`src/rtl/williams_bus_arbiter.sv`:
```
// Video/work RAM port arbiter: shares one memory port between video fetch,
// the 6809 CPU and the blitter, and runs the blitter's CPU halt handshake.
module williams_bus_arbiter #(
    parameter int unsigned VID_BURST_MAX = 8
) (
    input  logic        clk,
    input  logic        rst,
    input  logic        en_e_n,
    output logic        cpu_halt_n,
    input  logic        cpu_ba,
    input  logic        cpu_bs,
    input  logic        cpu_req,
    input  logic        cpu_we,
    input  logic [15:0] cpu_addr,
    input  logic [7:0]  cpu_wdata,
    output logic        cpu_ack,
    input  logic        blt_halt,
    output logic        halt_ack,
    input  logic        blt_rd,
    input  logic        blt_wr,
    input  logic [15:0] blt_address,
    input  logic [7:0]  blt_wdata,
    input  logic [1:0]  blt_nibble_en,
    output logic        blt_ack,
    output logic [7:0]  blt_rdata,
    input  logic        vid_req,
    input  logic [15:0] vid_addr,
    output logic        vid_ack,
    output logic [7:0]  rdata,
    output logic        mem_req,
    output logic        mem_we,
    output logic [15:0] mem_addr,
    output logic [7:0]  mem_wdata,
    output logic [1:0]  mem_nibble_en,
    input  logic [7:0]  mem_rdata,
    input  logic        mem_ready
);

    typedef enum logic [1:0] {
        OWN_CPU,
        OWN_WAIT,
        OWN_BLT
    } own_e;

    typedef enum logic {
        ACC_IDLE,
        ACC_BUSY
    } acc_e;

    typedef enum logic [1:0] {
        SRC_VID,
        SRC_CPU,
        SRC_BLT
    } src_e;

    localparam logic [3:0] BMAX = 4'(VID_BURST_MAX);

    own_e        own_q, own_d;
    acc_e        acc_q, acc_d;
    src_e        src_q, src_d;
    logic [3:0]  burst_q, burst_d;
    logic        mem_req_q, mem_req_d;
    logic        mem_we_q, mem_we_d;
    logic [15:0] mem_addr_q, mem_addr_d;
    logic [7:0]  mem_wdata_q, mem_wdata_d;
    logic [1:0]  mem_nib_q, mem_nib_d;
    logic [7:0]  rdata_q, rdata_d;
    logic [7:0]  blt_rdata_q, blt_rdata_d;
    logic        cpu_ack_q, cpu_ack_d;
    logic        vid_ack_q, vid_ack_d;
    logic        blt_ack_q, blt_ack_d;

    logic done;
    logic acc_free;
    logic cpu_elig;
    logic blt_elig;
    logic pick_nv;
    logic pick_vid;

    assign done     = (acc_q == ACC_BUSY) && mem_ready;
    assign acc_free = (acc_q == ACC_IDLE) || (done && (src_q != SRC_CPU));
    assign cpu_elig = cpu_req && (own_q == OWN_CPU);
    // blt_ack still high means the blitter has not advanced yet
    assign blt_elig = (blt_rd || blt_wr) && (own_q == OWN_BLT) && !blt_ack_q;
    assign pick_nv  = (acc_q == ACC_IDLE) && (cpu_elig || blt_elig)
                      && (!vid_req || (burst_q == BMAX));
    assign pick_vid = (acc_q == ACC_IDLE) && vid_req && !pick_nv;

    always_comb begin
        own_d = own_q;
        unique case (own_q)
            OWN_CPU: begin
                if (blt_halt) begin
                    own_d = OWN_WAIT;
                end
            end
            OWN_WAIT: begin
                if (en_e_n) begin
                    if (!blt_halt) begin
                        own_d = OWN_CPU;
                    end else if (cpu_ba && cpu_bs && acc_free) begin
                        own_d = OWN_BLT;
                    end
                end
            end
            OWN_BLT: begin
                if (en_e_n && !blt_halt && (acc_q == ACC_IDLE)) begin
                    own_d = OWN_CPU;
                end
            end
            default: own_d = OWN_CPU;
        endcase
    end

    always_comb begin
        acc_d       = acc_q;
        src_d       = src_q;
        mem_req_d   = mem_req_q;
        mem_we_d    = mem_we_q;
        mem_addr_d  = mem_addr_q;
        mem_wdata_d = mem_wdata_q;
        mem_nib_d   = mem_nib_q;
        rdata_d     = rdata_q;
        blt_rdata_d = blt_rdata_q;
        cpu_ack_d   = 1'b0;
        vid_ack_d   = 1'b0;
        blt_ack_d   = blt_ack_q && !en_e_n;
        unique case (acc_q)
            ACC_IDLE: begin
                unique case (1'b1)
                    pick_vid: begin
                        acc_d       = ACC_BUSY;
                        src_d       = SRC_VID;
                        mem_req_d   = 1'b1;
                        mem_we_d    = 1'b0;
                        mem_addr_d  = vid_addr;
                        mem_wdata_d = 8'h00;
                        mem_nib_d   = 2'b11;
                    end
                    pick_nv && cpu_elig: begin
                        acc_d       = ACC_BUSY;
                        src_d       = SRC_CPU;
                        mem_req_d   = 1'b1;
                        mem_we_d    = cpu_we;
                        mem_addr_d  = cpu_addr;
                        mem_wdata_d = cpu_wdata;
                        mem_nib_d   = 2'b11;
                    end
                    pick_nv && blt_elig: begin
                        acc_d       = ACC_BUSY;
                        src_d       = SRC_BLT;
                        mem_req_d   = 1'b1;
                        mem_we_d    = blt_wr;
                        mem_addr_d  = blt_address;
                        mem_wdata_d = blt_wdata;
                        mem_nib_d   = blt_wr ? blt_nibble_en : 2'b11;
                    end
                    default: begin
                    end
                endcase
            end
            ACC_BUSY: begin
                if (mem_ready) begin
                    acc_d     = ACC_IDLE;
                    mem_req_d = 1'b0;
                    unique case (src_q)
                        SRC_VID: begin
                            rdata_d   = mem_rdata;
                            vid_ack_d = 1'b1;
                        end
                        SRC_CPU: begin
                            rdata_d   = mem_rdata;
                            cpu_ack_d = 1'b1;
                        end
                        SRC_BLT: begin
                            if (!mem_we_q) begin
                                blt_rdata_d = mem_rdata;
                            end
                            blt_ack_d = 1'b1;
                        end
                        default: begin
                        end
                    endcase
                end
            end
            default: acc_d = ACC_IDLE;
        endcase
    end

    always_comb begin
        burst_d = burst_q;
        if (!vid_req || pick_nv) begin
            burst_d = 4'd0;
        end else if (pick_vid && (burst_q != BMAX)) begin
            burst_d = burst_q + 4'd1;
        end
    end

    always_ff @(posedge clk) begin
        if (rst) begin
            own_q       <= OWN_CPU;
            acc_q       <= ACC_IDLE;
            src_q       <= SRC_VID;
            burst_q     <= 4'd0;
            mem_req_q   <= 1'b0;
            mem_we_q    <= 1'b0;
            mem_addr_q  <= 16'h0000;
            mem_wdata_q <= 8'h00;
            mem_nib_q   <= 2'b11;
            rdata_q     <= 8'h00;
            blt_rdata_q <= 8'h00;
            cpu_ack_q   <= 1'b0;
            vid_ack_q   <= 1'b0;
            blt_ack_q   <= 1'b0;
        end else begin
            own_q       <= own_d;
            acc_q       <= acc_d;
            src_q       <= src_d;
            burst_q     <= burst_d;
            mem_req_q   <= mem_req_d;
            mem_we_q    <= mem_we_d;
            mem_addr_q  <= mem_addr_d;
            mem_wdata_q <= mem_wdata_d;
            mem_nib_q   <= mem_nib_d;
            rdata_q     <= rdata_d;
            blt_rdata_q <= blt_rdata_d;
            cpu_ack_q   <= cpu_ack_d;
            vid_ack_q   <= vid_ack_d;
            blt_ack_q   <= blt_ack_d;
        end
    end

    assign cpu_halt_n    = (own_q == OWN_CPU);
    assign halt_ack      = (own_q == OWN_BLT);
    assign cpu_ack       = cpu_ack_q;
    assign vid_ack       = vid_ack_q;
    assign blt_ack       = blt_ack_q;
    assign blt_rdata     = blt_rdata_q;
    assign rdata         = rdata_q;
    assign mem_req       = mem_req_q;
    assign mem_we        = mem_we_q;
    assign mem_addr      = mem_addr_q;
    assign mem_wdata     = mem_wdata_q;
    assign mem_nibble_en = mem_nib_q;

endmodule

```
`config.mk`:
```
export PLATFORM = sky130hd
export DESIGN_NAME = williams_bus_arbiter
export DESIGN_NICKNAME = d
export VERILOG_FILES = /design/src/rtl/williams_bus_arbiter.sv
export SDC_FILE = /design/constraint.sdc
export NUM_CORES = 1
export LEC_CHECK = 0
export CAP_MARGIN = 20
export CELL_PAD_IN_SITES_DETAIL_PLACEMENT = 1
export CELL_PAD_IN_SITES_GLOBAL_PLACEMENT = 1
export CORE_MARGIN = 4
export CORE_UTILIZATION = 29
export DETAILED_ROUTE_END_ITERATION = 12
export PLACE_DENSITY = 0.77
export REMOVE_ABC_BUFFERS = 1
export SETUP_SLACK_MARGIN = 0.15
export SLEW_MARGIN = 20
export SYNTH_ARGS = -nofsm -noshare
export SYNTH_HDL_FRONTEND = slang
export SYNTH_SLANG_ARGS = --single-unit
```
`constraint.sdc`:
```
create_clock -name clk -period 2.3 [get_ports clk]
set_input_delay 0.575 -clock clk [delete_from_list [all_inputs] [get_ports clk]]
set_output_delay 0.575 -clock clk [all_outputs]
set_load 0.02 [all_outputs]
```
* After elaboration in Yosys (flattened, before gate mapping) *
Cells that the tools add are included.

storage, ports and cells
  bits in registers = 56
  output and inout port bits = 49

operators by class
  add/subtract/negate cells = 1
  equal/unequal tests = 13
  mux-type cells = 23
  bitwise logic cells = 3
  reduce and logical (&&, ||, !) cells = 42

operators by type and width
  cell                                                  count
  one-hot mux 16 bit (3 select lines)                   1
  one-hot mux 8 bit (3 select lines)                    1
  logical AND 1 bit                                     17
  two-way mux 2 bit                                     6
  one-hot mux 2 bit (3 select lines)                    2
  two-way mux 1 bit                                     9
  AND reduction 4 bit                                   2
  != test 2 x 1 -> 1 bit (second input constant)        3
  != test 2 bit (second input constant)                 3
  AND reduction 2 bit                                   3
  OR reduction 2 bit                                    3
  OR reduction 3 bit                                    2
  zero test 1 bit                                       5
  logical OR 1 bit                                      5
  adder 4 x 1 -> 4 bit (second input constant)          1
  equality test 2 x 1 -> 1 bit (second input constant)  2
  equality test 2 bit (second input constant)           2
  equality test 4 bit (second input constant)           1
  zero test 2 bit                                       2
  != test 4 bit (second input constant)                 1
  one-hot mux 1 bit (2 select lines)                    2
  one-hot mux 2 bit (2 select lines)                    1
  != test 3 bit (second input constant)                 1
  NOT 1 bit                                             3
  4 further kinds                                       4

* Depth between registers and ports, before layout *
Gate-level depths: netlist of run 1.

  word-level depth = 11
  mapped depth = 7
  gate-level depth less buffers = 6

* Worst setup path before layout of run 1 *
OpenSTA, ideal clock, no wires.

  kind = input to register
  start = input port blt_wr
  end = register mem_addr_q[10], in the netlist mem_addr[10]
  setup time = 0.144 ns
  arrival time = 1.695 ns
  required time = 2.156 ns
  path slack = 0.461 ns
  stages = 7
  path through = or2_0 -> buf_2 -> a211o_1 -> buf_6 -> buf_8 -> a21oi_2 -> a311oi_2

between the ends
  word-level cells in the longest chain between the ends = 10
  elaborated cells on any way between the ends = 13

ends and longest elaborated chain
  what                                  line  text
  start: declaration                    20    input logic blt_wr,
  logical OR 1 bit *                    84    assign blt_elig = (blt_rd || blt_wr) && (own_q == OWN_BLT) && !blt_ack_q;
  logical AND 1 bit * (2 in a row)      84
  logical OR 1 bit                      85    assign pick_nv = (acc_q == ACC_IDLE) && (cpu_elig || blt_elig)
  logical AND 1 bit                     85
  logical AND 1 bit                     86    && (!vid_req || (burst_q == BMAX));
  zero test 1 bit                       87    assign pick_vid = (acc_q == ACC_IDLE) && vid_req && !pick_nv;
  logical AND 1 bit                     87
  nonzero test 3 bit (no source line)   -
  AND reduction 2 bit (no source line)  -
  end signal: assignment                222   mem_addr_q <= mem_addr_d;
  end: declaration                      64    logic [15:0] mem_addr_q, mem_addr_d;

Every way passes the cells marked *; elsewhere a longest branch is shown, timed or not.
A chain may end at the register's enable or synchronous reset.

* Final worst setup path of run 1 *
  start = input port cpu_req
  end = register mem_addr_q[4], in the netlist mem_addr[4]

between the ends
  word-level cells in the longest chain between the ends = 8
  elaborated cells on any way between the ends = 11

ends and longest elaborated chain
  what                                  line  text
  start: declaration                    12    input logic cpu_req,
  logical AND 1 bit *                   82    assign cpu_elig = cpu_req && (own_q == OWN_CPU);
  logical OR 1 bit                      85
  logical AND 1 bit                     85
  logical AND 1 bit                     86
  zero test 1 bit                       87
  logical AND 1 bit                     87
  nonzero test 3 bit (no source line)   -
  AND reduction 2 bit (no source line)  -

Marked as above.

==> implementation parameters, run 1 <==
Parameter                              Value

Critical path
  Required time reported for the critical path endpoint    2.53 ns
  Max FO, Critical Path    17
  Sort of element at the end of the critical path    flop
  Slack of the worst reg-to-reg path    0.34 ns
  Worst R2R Path Depth    6
  Crit path launch type    input pin
  Arrival @ worst endpoint    2.32 ns
  Worst setup path startpoint    cpu_req
  Startpoint-to-endpoint class of the critical path    in -> reg
  Worst R2R End    mem_addr[4]$_SDFFE_PP0P_
  FF-to-FF Start    own_q[0]$_SDFFE_PP0P_

Floorplanning
  Overall die width    105 um
  Die Area    11100 um2
  Floorplan Core Area    9240 um2
  Die height    105 um
  Number of top-level design ports    135
  Starting Density    29.7%
  Cell row count    35

GRT
  Total track usage    17.2%
  Pin count of the biggest net entering global routing    29
  Antenna violations before repair    0
  Global-route wire length before repair    15600 um
  GRT overflow    0
  Number of global-route vias before repair    3105

Power and ir drop
  Peak supply drop    258 uV
  Internal power consumption    1.67 mW
  P_leak    1.50 nW
  Switching power as a share of total power    28.6%
  PwrDens    531 nW/um2
  Combinational power share    26.1%
  Psw    0.670 mW
  Final Power    2.34 mW
  Clock power share    28.7%
  Part of the total power dissipated in sequential elements    45.2%

Timing
  Maximum clock skew at final layout    0.0149 ns
  Slew at the pin closest to its max-slew limit    0.563 ns
  Crit path time final    2.09 ns
  Number of hold violations in the final report    0
  Number of pins with negative max-slew slack in the final report    0
  Ratio of final minimum period to clock period    90.9%
  Post-Route Hold Slack    0.463 ns
  Final setup violation count    0
  Highest achievable clock rate    478 MHz
  RSZ-0062 raised after global routing    yes
  Worst-case headroom to the max-slew limit    62.4%

Flow run
  Max-cap check violation count    0

Clock tree
  Number of CTS-inserted buffers    5
  CTS tree    done
  Number of hold-repair buffers added at the cts stage    0
  CTS root buffer    sky130_fd_sc_hd__clkbuf_8
  Clk sink count    56
  Clock Tree Buf Depth    2
  Post-CTS Setup Bufs    0
  H-tree Lvls    2
  Clock-pin transition on the worst setup and hold timing paths    0.11 ns
  Clock network latency to the later pin of the worst-skew pair    0.32 ns

Placed design
  Weighted congestion reported at the end of routability-driven placement    0.727
  # port buffers    134
  Half-perimeter wire length after detailed placement    7300 um

Final layout
  Fraction of layout instances using a drive strength above 1    13.2%
  Count of inserted antenna diode cells    0
  Filler cell count    1075
  Final Net Count    528
  Layout area overhead    60.7%

Detailed routing
  Starting DRT DRC Count    86
  Routed wirelength normalized by instance count    17.0 um
  DRC violation count after routing    0
  Number of iterations in the first detailed-routing pass    4
  Drt via density    5.08
  Wire length reported by the detailed router    9680 um
  Post-DRT Antenna Nets    0
  Via count    2894

Logic synthesis
  Number of standard cells after synthesis    309
  Largest area contributor in the netlist    sky130_fd_sc_hd__dfxtp_1
  Dominant register cell in the synthesized netlist    sky130_fd_sc_hd__dfxtp_1
  Area of the mapped netlist    2740 um2
  Sequential fraction of the synthesis area    40.9%
  Area contributors post-synth    sky130_fd_sc_hd__dfxtp_1, sky130_fd_sc_hd__a32o_1, sky130_fd_sc_hd__nand2_1, sky130_fd_sc_hd__a21oi_1, sky130_fd_sc_hd__a311oi_2
  Asr flop ratio synth    0%
  Count of unique library cells instantiated by Yosys    41
  Mean instance size in the synthesized netlist    8.87 um2
  Fraction of synthesized cell area taken by the top area cell type    40.9%
  Yosys warning count    0
  Total of flip-flops plus latches after synthesis    56
  Number of enable-type register cells in the synthesized netlist    0

Min path
  Hold path depth    2
  Hold Path Origin    rdata[7]$_SDFFE_PP0P_
  Hold path endpoint    rdata[7]$_SDFFE_PP0P_
  Worst hold path type    reg -> reg

Status
  Run status    completed
-- worst max-delay path, stage by stage --
cell and delay, ns:
sky130_fd_sc_hd__clkdlybuf4s50_1 0.47, sky130_fd_sc_hd__nor3b_4 0.27, sky130_fd_sc_hd__buf_8 0.22, sky130_fd_sc_hd__a211o_1 0.15, sky130_fd_sc_hd__buf_4 0.25, sky130_fd_sc_hd__a21oi_1 0.10, sky130_fd_sc_hd__a311oi_1 0.27
-- timing repair --
item,CTS,global route
endpoints found under the setup margin,17,21
pin swaps,0,1
resized for setup,2,7
-- registers in the layout, indices dropped and copies added, names as in the netlist --
signal,count
mem_nibble_en,2
mem_wdata,8
rdata,8
own_q,2
blt_rdata,8
vid_ack,1
mem_addr,16
acc_q,1
cpu_ack,1
burst_q,4
blt_ack,1
mem_we,1
src_q,2
mem_req,1
-- routing by layer --
layer / GRT usage (%) / vias up / wire [um]
met4: 4.78 / 0 / 145
met3: 4.16 / 9 / 606
met2: 31.2 / 93 / 4890
li1: - / 1395 / -
met1: 20.1 / 1397 / 4040
met5: 0 / - / 0
-- layout make-up --
cell class / instances / area [um2] / area share [%]
clock buffers: 5 / 68.8 / 1.56
clock inverters: 3 / 47.5 / 1.08
inverters: 4 / 15.0 / 0.341
multi-input cells: 220 / 1480 / 33.6
flip-flops and latches: 56 / 1120 / 25.5
well taps: 129 / 161 / 3.66
repair buffers: 153 / 1510 / 34.2
-- worst max path at each step --
stage	to	slack (ns)	depth (start not counted)
after floorplan	mem_addr[10]$_SDFFE_PP0P_	-0.41	4
after global placement	mem_addr[7]$_SDFFE_PP0P_	-0.15	5
after detailed placement	mem_addr[14]$_SDFFE_PP0P_	-0.24	5
after CTS	halt_ack	0.14	2
after global routing	mem_addr[4]$_SDFFE_PP0P_	0.14	7
final	mem_addr[4]$_SDFFE_PP0P_	0.21	7
-- Yosys cell counts (2+ instances only) --
library cell                n
sky130_fd_sc_hd__dfxtp_1   56
sky130_fd_sc_hd__nand2_1   47
sky130_fd_sc_hd__a21oi_1   30
sky130_fd_sc_hd__o21ai_0   27
sky130_fd_sc_hd__a32o_1    24
sky130_fd_sc_hd__clkbuf_1  16
sky130_fd_sc_hd__nor2_1    14
sky130_fd_sc_hd__a21oi_2   12
sky130_fd_sc_hd__a311oi_2  10
sky130_fd_sc_hd__buf_2      8
sky130_fd_sc_hd__mux2i_1    8
sky130_fd_sc_hd__a21o_1     6
sky130_fd_sc_hd__a311oi_1   6
sky130_fd_sc_hd__inv_1      4
sky130_fd_sc_hd__nand3_1    4
sky130_fd_sc_hd__buf_4      3
sky130_fd_sc_hd__nand2b_1   3
sky130_fd_sc_hd__ha_1       2
sky130_fd_sc_hd__nor2_2     2
sky130_fd_sc_hd__nor2b_1    2
sky130_fd_sc_hd__nor3b_2    2
sky130_fd_sc_hd__o21a_1     2
sky130_fd_sc_hd__or3_1      2
sky130_fd_sc_hd__xor2_1     2
-- per-stage QoR --
stage	area, um2	setup TNS, ns	worst slack [ns]	std cells	util [%]
floorplan	2590	-7.02	-0.407	280	-
global placement	4260	-2.45	-0.154	562	46.1
detailed placement	4260	-4.19	-0.241	562	46.1
CTS	4380	0	0.137	570	47.4
global route	4410	0	0.138	570	47.7
finish	4410	0	0.210	570	47.7
-- cell usage in the layout (no fill, tap or decap), types with 3 or more instances in the layout --
cell                              instances
sky130_fd_sc_hd__mux2i_1                  8
sky130_fd_sc_hd__a311oi_1                 6
sky130_fd_sc_hd__clkdlybuf4s50_1        132
sky130_fd_sc_hd__clkbuf_8                 5
sky130_fd_sc_hd__a21o_1                   5
sky130_fd_sc_hd__dfxtp_1                 55
sky130_fd_sc_hd__inv_1                    4
sky130_fd_sc_hd__a32o_1                  24
sky130_fd_sc_hd__nand2b_1                 3
sky130_fd_sc_hd__a21oi_2                 11
sky130_fd_sc_hd__buf_4                   15
sky130_fd_sc_hd__o21ai_0                 27
sky130_fd_sc_hd__a311oi_2                10
sky130_fd_sc_hd__nor2_1                  14
sky130_fd_sc_hd__a21oi_1                 30
sky130_fd_sc_hd__nand2_1                 47
sky130_fd_sc_hd__nand3_1                  4
-- cell families after synthesis --
logic type,Yosys count,synth area share [%]
AND/OR/NAND/NOR,84,14.0
multiplexers,8,2.92
flip-flops,56,40.9
XOR/XNOR,3,0.959
buffers and inverters,33,5.98
adder cells (fa/ha/maj),2,0.913
AO/OA/AOI/OAI,123,34.4
-- power groups by stage --
stage / Clock (mW) / Sequential, mW / Combinational, mW
5_1_grt: 0.730 / 1.06 / 0.656
4_1_cts: 0.690 / 1.06 / 0.612
6_report: 0.672 / 1.06 / 0.611
2_1_floorplan: 0 / 1.13 / 0.194
3_3_place_gp: 0 / 1.08 / 0.597
3_5_place_dp: 0 / 1.08 / 0.609
(Power assumes the default switching activity.)
==> run 2, diff against run 1 <==
--- a/config.mk
+++ b/config.mk
@@ -8,11 +8,11 @@
 export CAP_MARGIN = 20
 export CELL_PAD_IN_SITES_DETAIL_PLACEMENT = 1
 export CELL_PAD_IN_SITES_GLOBAL_PLACEMENT = 1
-export CORE_MARGIN = 4
+export CORE_MARGIN = 2
 export CORE_UTILIZATION = 29
+export CTS_CLUSTER_SIZE = 25
 export DETAILED_ROUTE_END_ITERATION = 12
 export PLACE_DENSITY = 0.77
-export REMOVE_ABC_BUFFERS = 1
 export SETUP_SLACK_MARGIN = 0.15
 export SLEW_MARGIN = 20
 export SYNTH_ARGS = -nofsm -noshare
==> implementation parameters, run 2 (synthesis gave the netlist of run 1 again) <==
Parameter                              Value

Detailed routing
  DRC violation count after routing    0
  Drt via density    5.25
  Wire length reported by the detailed router    9800 um
  Routed wirelength normalized by instance count    17.6 um
  Post-DRT Antenna Nets    0
  Via count    2925
  Number of iterations in the first detailed-routing pass    4
  Starting DRT DRC Count    60

Clock tree
  Number of hold-repair buffers added at the cts stage    0
  CTS root buffer    sky130_fd_sc_hd__clkbuf_8
  Number of CTS-inserted buffers    5
  H-tree Lvls    2
  Clock network latency to the later pin of the worst-skew pair    0.32 ns
  Post-CTS Setup Bufs    0
  Clock-pin transition on the worst setup and hold timing paths    0.12 ns
  Clk sink count    56
  CTS tree    done
  Clock Tree Buf Depth    2

Critical path
  Sort of element at the end of the critical path    output pin
  Largest delay contributor family on the critical path    buffers and inverters
  Crit path launch type    flop
  Worst R2R End    mem_addr[7]$_SDFFE_PP0P_
  Worst R2R Path Depth    7
  Startpoint-to-endpoint class of the critical path    reg -> out
  Slack of the worst reg-to-reg path    0.47 ns
  CP Buf/Inv Count    1
  FF-to-FF Start    burst_q[0]$_SDFFE_PP0P_
  Max FO, Critical Path    6
  Critical Path Slowest Stage Cell    sky130_fd_sc_hd__clkdlybuf4s50_1
  Arrival @ worst endpoint    1.47 ns
  Worst path max stage delay    0.61 ns
  Cell chain of the critical path    nor2_1 > clkdlybuf4s50_1
  Required time reported for the critical path endpoint    1.73 ns

GRT
  Global-route wire length before repair    15900 um
  Number of global-route vias before repair    3104
  Total track usage    19.4%
  GRT overflow    0
  Pin count of the biggest net entering global routing    23
  Antenna violations before repair    0

Floorplanning
  Number of top-level design ports    135
  Overall die width    101 um
  Starting Density    29.8%
  Die Area    10200 um2
  Cell row count    35
  Floorplan Core Area    9200 um2
  Die height    101 um

Placed design
  Half-perimeter wire length after detailed placement    7400 um
  # port buffers    134
  Placed inst area    4290 um2
  Weighted congestion reported at the end of routability-driven placement    0.782

Final layout
  Post-route standard cell area excluding fillers    4400 um2
  Layout area overhead    60.6%
  Commonest non-fill, non-tap cell in the layout    sky130_fd_sc_hd__clkdlybuf4s50_1
  Final Net Count    533
  Flip-flop count of the largest register, all copies and words added    16
  Count of inserted antenna diode cells    0
  Commonest non-fill, non-tap cells in the layout    sky130_fd_sc_hd__clkdlybuf4s50_1, sky130_fd_sc_hd__dfxtp_1, sky130_fd_sc_hd__nand2_1
  Filler cell count    1061
  Fraction of layout instances using a drive strength above 1    14.3%

Power and ir drop
  Peak supply drop    297 uV
  PwrDens    518 nW/um2
  Final Power    2.28 mW
  P_leak    1.51 nW

Min path
  Worst hold path type    reg -> reg
  Hold Path Origin    rdata[5]$_SDFFE_PP0P_
  Hold path endpoint    rdata[5]$_SDFFE_PP0P_
  Hold path depth    2

Timing
  Number of hold violations in the final report    0
  RSZ-0062 raised after global routing    no
  Final setup violation count    0
  Highest achievable clock rate    489 MHz
  Crit path time final    2.04 ns
  Worst-case headroom to the max-slew limit    63.1%
  Maximum clock skew at final layout    0.0139 ns
  Post-Route Hold Slack    0.463 ns
  Ratio of final minimum period to clock period    88.8%
  Number of pins with negative max-slew slack in the final report    0
  Slew at the pin closest to its max-slew limit    0.552 ns

Flow run
  Max-cap check violation count    0

Logic synthesis
  Post-Synthesis Net Count    397

Status
  Run status    completed
==> run 2: changes by cell type in the layout (fill, tap and decap cells not counted), moves of 2 or more <==
cell,before,now
sky130_fd_sc_hd__inv_6,0,2
sky130_fd_sc_hd__buf_4,15,22
sky130_fd_sc_hd__clkinv_4,2,0
sky130_fd_sc_hd__buf_6,2,0
==> run 2: worst reg2reg max path: stages (launching register included) <==
cell	delay (ns)
sky130_fd_sc_hd__dfxtp_1	0.37
sky130_fd_sc_hd__inv_1	0.08
sky130_fd_sc_hd__ha_1	0.20
sky130_fd_sc_hd__nand3b_1	0.20
sky130_fd_sc_hd__a21o_1	0.29
sky130_fd_sc_hd__buf_4	0.23
sky130_fd_sc_hd__o21ai_0	0.13
sky130_fd_sc_hd__a311oi_2	0.25
==> run 2: worst max path at each step <==
| stage | startpoint | to | depth (start not counted) |
|---|---|---|---|
| 2_1_floorplan | blt_wr | mem_addr[10]$_SDFFE_PP0P_ | 7 |
| 3_5_place_dp | blt_wr | mem_addr[1]$_SDFFE_PP0P_ | 5 |
| 6_report | own_q[0]$_SDFFE_PP0P_ | cpu_halt_n | 2 |
| 4_1_cts | own_q[1]$_SDFFE_PP0P_ | halt_ack | 2 |
| 3_3_place_gp | blt_wr | mem_addr[12]$_SDFFE_PP0P_ | 5 |
| 5_1_grt | cpu_req | mem_addr[14]$_SDFFE_PP0P_ | 7 |
==> run 2: area by class of cell <==
type	instances	area, um2	area share, %
clock buffers	5	68.8	1.56
clock inverters	3	28.8	0.654
inverters	4	15.0	0.341
multi-input cells	220	1490	33.7
flip-flops and latches	56	1120	25.5
well taps	111	139	3.15
repair buffers	158	1540	35.1
==> run 2: stage by stage <==
| step | util (%) | setup WS [ns] | setup TNS, ns | instances |
|---|---|---|---|---|
| 2_1_floorplan | - | 0.461 | 0 | 309 |
| 3_3_place_gp | 46.6 | -0.198 | -3.08 | 549 |
| 3_5_place_dp | 46.6 | -0.317 | -4.51 | 549 |
| 4_1_cts | 47.7 | 0.131 | 0 | 557 |
| 5_1_grt | 47.9 | 0.178 | 0 | 557 |
| 6_report | 47.9 | 0.257 | 0 | 557 |
==> run 2: repair_timing <==
| item | in CTS | in global routing |
|---|---|---|
| pin swaps | 0 | 0 |
| endpoints found under the setup margin | 17 | 2 |
| gates cloned | 0 | 0 |
| resized for setup | 2 | 3 |
==> run 2: report_power, final <==
part,leakage [nW],internal (mW),switching [mW]
Combinational,1.01,0.328,0.292
Sequential,0.458,1.02,0.0393
Clock,0.0511,0.231,0.373
Total,1.51,1.58,0.704
==> run 2: routing by layer <==
metal	track usage, %	up-vias	routed length (um)
met1	22.8	1403	4170
met2	35.4	105	4770
met4	3.95	0	100
met3	5.24	10	763
li1	-	1407	-
met5	0	-	0
==> RTL change 1: new RTL, config.mk and constraints of run 1 <==
The 3 values of `src_e` get a one-hot encoding in 3 bits.
--- a/src/rtl/williams_bus_arbiter.sv
+++ b/src/rtl/williams_bus_arbiter.sv
@@ -48,8 +48,8 @@
     } acc_e;
 
-    typedef enum logic [1:0] {
-        SRC_VID,
-        SRC_CPU,
-        SRC_BLT
+    typedef enum logic [2:0] {
+        SRC_VID = 3'b001,
+        SRC_CPU = 3'b010,
+        SRC_BLT = 3'b100
     } src_e;
 
Function: same outputs for any inputs over 10 cycles, from zero or initial values and one cycle with rst high; not proved beyond that.
==> RTL change 1 against run 1 <==
  * Sequential cell count is 1 higher
  * Cell count is 3.5% higher
  * Global-route usage is 1.7 points higher
  * Wire length is 16% higher
  * Area after synthesis is 8.7% higher
  * Setup slack better by 0.092 ns
  * Highest routed layer unchanged
  * Clock power is 58% higher
  * Combinational power is 13% higher
  * Via count is 6.3% higher
  * Power is 21% higher
  * Count of clock-buffer cells in the layout is 6 higher
  * Fmax is 4.6% higher
  * Design area is 8.9% higher
==> RTL change 1: results (changes against run 1) <==
* Worst hold margin at 0.4780 ns (+0.01492 ns)
* Status: finished, final reports clean
* Cts bufs inserted at 9 (+4)
* Post-synthesis register bit count at 57 (+1.8%)
* Leakage at 1.672 nW (+12%)
* Post-CTS resize count at 2 (unchanged)
* Fin cells at 590 (+3.5%)
* Gr usage total at 18.96% (+1.7 points)
* Peak VDD IR at 0.0002369 V (-8.0%)
* Mean post-synth cell area at 9.583 um2 (+8.0%)
* Clk_lat worst skew at 0.34 ns (+0.02 ns)
* CP peak stage delay at 0.44 ns (-0.03 ns)
* Setup slack, reg-to-reg at 0.46 ns (+0.12 ns)
* Post-synthesis compound-gate area fraction at 33.84% (-0.53 points)
* Fraction of area in registers at 23.77% (-1.7 points)
* Initial detailed-routing violation count at 113 (+31%)
* Slew HR at 61.93% (-0.45 points)
* Drt total wl at 11,210 um (+16%)
* Post-synth top cells: dfxtp_1 (57), a21oi_1 (33), nand2_1 (31)
* FILL cells at 1,132 (+5.3%)
* Largest register FFs at 16 (unchanged)
* Largest net degree at the start of global routing at 30 (+3.4%)
* Distinct cells, synth at 49 (+20%)
* Die X at 109.4 um (+3.9%)
* Clk pin slew, worst setup/hold paths at 0.06 ns (-0.05 ns)
* P_sw at 0.0007851 W (+17%)
* Top cells by area, synth: dfxtp_1 (38%), a32o_1 (8.4%), mux2i_1 (5.7%)
* Area grow syn2layout at 61.04%
* Reg2Reg Depth at 7 (+1)
* Layout clock area frac at 4.588% (+1.9 points)
* Flop pwr share at 38.0% (-7.2 points)
* Dpl cell area at 4564 um2 (+7.2%)
* Worst hold endpoint: mem_wdata[6]$_SDFFE_PP0P_
* Worst clock skew at 0.007922 ns (-0.006947 ns)
* Clock Buffer Count at 11 (+6)
* Htree depth at 3 (+1)
* Routability cong. at 0.7537 (+3.6%)
* Multi-input combinational area share at 34.46% (+0.82 points)
* Non-clk invs at 3 (-1)
* Share of cells above drive strength 1 at 16.63% (+3.5 points)
* Sequential area share after synthesis at 38.29% (-2.6 points)
* Data buffer area share at 33.47% (-0.77 points)
* Number of global-route vias before repair at 3,294 (+6.1%)
* Worst EP arrival at 2.18 ns (-0.14 ns)
* Setup WS pre-CTS at -0.2913 ns (-0.04994 ns)
* Post-synthesis xor/xnor area fraction at 0.8816% (-0.077 points)
* Synth Area in Adders at 0.8396% (-0.073 points)
* First-pass GRT wire length at 17,440 um (+12%)
* Number of port buffers at 134 (unchanged)
* Multiplexer share of the synthesized area at 5.709% (+2.8 points)
* Achievable Freq at 500.5 MHz (+4.6%)
* Worst-path fanout max at 19 (+2)
==> RTL change 1: cell count changes after synthesis, moves of 4 or more <==
| cell | before | now |
|---|---|---|
| nor2_1 | 14 | 19 |
| clkbuf_1 | 16 | 9 |
| a21o_1 | 6 | 2 |
| o21ai_0 | 27 | 13 |
| mux2i_1 | 8 | 17 |
| nand2_1 | 47 | 31 |
| o31ai_2 | 0 | 9 |
| buf_4 | 3 | 8 |
| o31ai_1 | 0 | 7 |
| a21oi_2 | 12 | 1 |
==> RTL change 1: worst max-delay path: cells and delay by family <==
| kind | cells | cell delay, ns |
|---|---|---|
| AOI/OAI and AO/OA | 4 | 0.80 |
| buffers and inverters | 3 | 0.80 |
==> RTL change 1: per-layer routing <==
metal | vias to the layer above | share of wire [%] | wire length [um] | GRT usage [%]
met4 | 0 | 2.2 | 251 | 7.658
met1 | 1496 | 40 | 4515 | 22.30
li1 | 1463 | - | - | -
met3 | 20 | 7.3 | 820 | 4.991
met5 | - | 0 | 0 | 0
met2 | 96 | 50 | 5621 | 32.69
==> RTL change 2: new RTL, flow settings as in run 1 <==
Made on the original files. The parameter `VID_BURST_MAX` goes from 8 to 4.
--- a/src/rtl/williams_bus_arbiter.sv
+++ b/src/rtl/williams_bus_arbiter.sv
@@ -2,5 +2,5 @@
 // the 6809 CPU and the blitter, and runs the blitter's CPU halt handshake.
 module williams_bus_arbiter #(
-    parameter int unsigned VID_BURST_MAX = 8
+    parameter int unsigned VID_BURST_MAX = 4
 ) (
     input  logic        clk,
Check against the original RTL: not equivalent (Yosys sat finds a counterexample within 10 cycles, from zero or initial values and one cycle with rst high).
==> RTL change 2 against run 1 <==
  * Clock power decreased by 14%
  * Power decreased by 4.1%
  * Sequential cell count unchanged
  * Sequential share of layout area increased by 0.31 points
  * Cell count decreased by 2.3%
  * Setup slack improved by 0.062 ns
  * Count of clock-buffer cells in the layout increased by 1
  * Design area decreased by 1.2%
  * Highest routed layer unchanged
  * Area after synthesis decreased by 1.2%
  * Critical path depth decreased by 5
  * Wire length increased by 2.6%
==> RTL change 2: results (changes against run 1) <==
* Status: finished, final reports clean
* Number of global-route vias before repair at 3,046 (-1.9%)
* WL met1 at 4048 um (+0.25%)
* Wirelength per Cell at 17.83 um (+5.0%)
* FF-to-FF Start: burst_q[0]$_SDFFE_PP0P_
* Worst-path fanout max at 6 (-11)
* First-pass GRT wire length at 15,790 um (+1.1%)
* Via count at 2,897 (+0.10%)
* Routability cong. at 0.7840 (+7.8%)
* Worst clock skew at 0.005827 ns (-0.009042 ns)
* Routed wire length on met2 at 5001 um (+2.4%)
* Initial detailed-routing violation count at 114 (+33%)
* Post-synthesis async set-or-reset flop share at 0% (unchanged)
* Synth Area in Adders at 0.9242% (+0.011 points)
* Post-synthesis xor/xnor area fraction at 0.9704% (+0.012 points)
* Setup slack, reg-to-reg at 0.45 ns (+0.11 ns)
* DP Wirelength at 7677 um (+5.1%)
* Critical path origin: own_q[0]$_SDFFE_PP0P_
* Cts bufs inserted at 5 (unchanged)
* Gr usage total at 17.58% (+0.35 points)
* FILL cells at 1,053 (-2.0%)
* Design Power at 0.002244 W (-4.1%)
* Largest net degree at the start of global routing at 20 (-31%)
* Post-synth top cells: dfxtp_1 (56), nand2_1 (47), a21oi_1 (31)
* Multiplexer share of the synthesized area at 2.957% (+0.036 points)
* Sequential area share after synthesis at 41.40% (+0.51 points)
* Dpl cell area at 4227 um2 (-0.73%)
* P_sw at 0.0006603 W (-1.5%)
* Clk buf depth at 2 (unchanged)
* Leakage at 1.512 nW (+1.1%)
* Layout net count at 536 (+1.5%)
* Reg2Reg Depth at 7 (+1)
* Clock share of power at 25.9% (-2.8 points)
* Distinct cells, synth at 40 (-2.4%)
* Worst r2r dst: mem_addr[9]$_SDFFE_PP0P_
* End of the critical path: cpu_halt_n
* Seq power at 0.00105 W
* CP peak stage delay at 0.61 ns (+0.14 ns)
* Top cells by area, synth: dfxtp_1 (41%), a32o_1 (8.9%), nand2_1 (6.5%)
* Worst EP arrival at 1.45 ns (-0.87 ns)
* Met3 wire length at 757 um (+25%)
* Worst hold margin at 0.4639 ns (+0.0007620 ns)
* Post-synthesis compound-gate area fraction at 32.62% (-1.7 points)
* Peak VDD IR at 0.0003275 V (+27%)
* Tightest Pin Transition at 0.4508 ns (-0.1122 ns)
* Share of cells above drive strength 1 at 12.03% (-1.1 points)
* Design area at 4353 um2 (-1.2%)
* Hold path start: rdata[2]$_SDFFE_PP0P_
[RTL change 2: cell types whose count changed after synthesis, sizes merged]
cell | before | now
clkbuf | 16 | 15
buf | 13 | 14
nand3 | 4 | 5
nand4 | 1 | 0
and3 | 1 | 2
[RTL change 2: area by class of cell]
type / instances / share of cell area [%]
Tap cell: 108 / 3.104
Timing Repair Buffer: 160 / 35.82
Inverter: 4 / 0.3449
Clock inverter: 2 / 0.3449
Multi-Input combinational cell: 221 / 32.71
Sequential cell: 56 / 25.78
Clock buffer: 6 / 1.897
[RTL change 2: per-stage QoR]
stage	setup slack, ns	instances	TNS [ns]
finish	0.2711	557	0
global placement	-0.1129	548	-1.747
floorplan	-0.3154	281	-5.385
detailed placement	-0.2705	548	-4.220
global route	0.1954	557	0
CTS	0.1612	556	0
[RTL change 2: routing by layer]
layer	GRT usage (%)	vias up
met1	20.02	1372
met2	32.06	109
met5	0	-
li1	-	1408
met4	4.124	0
met3	5.549	8
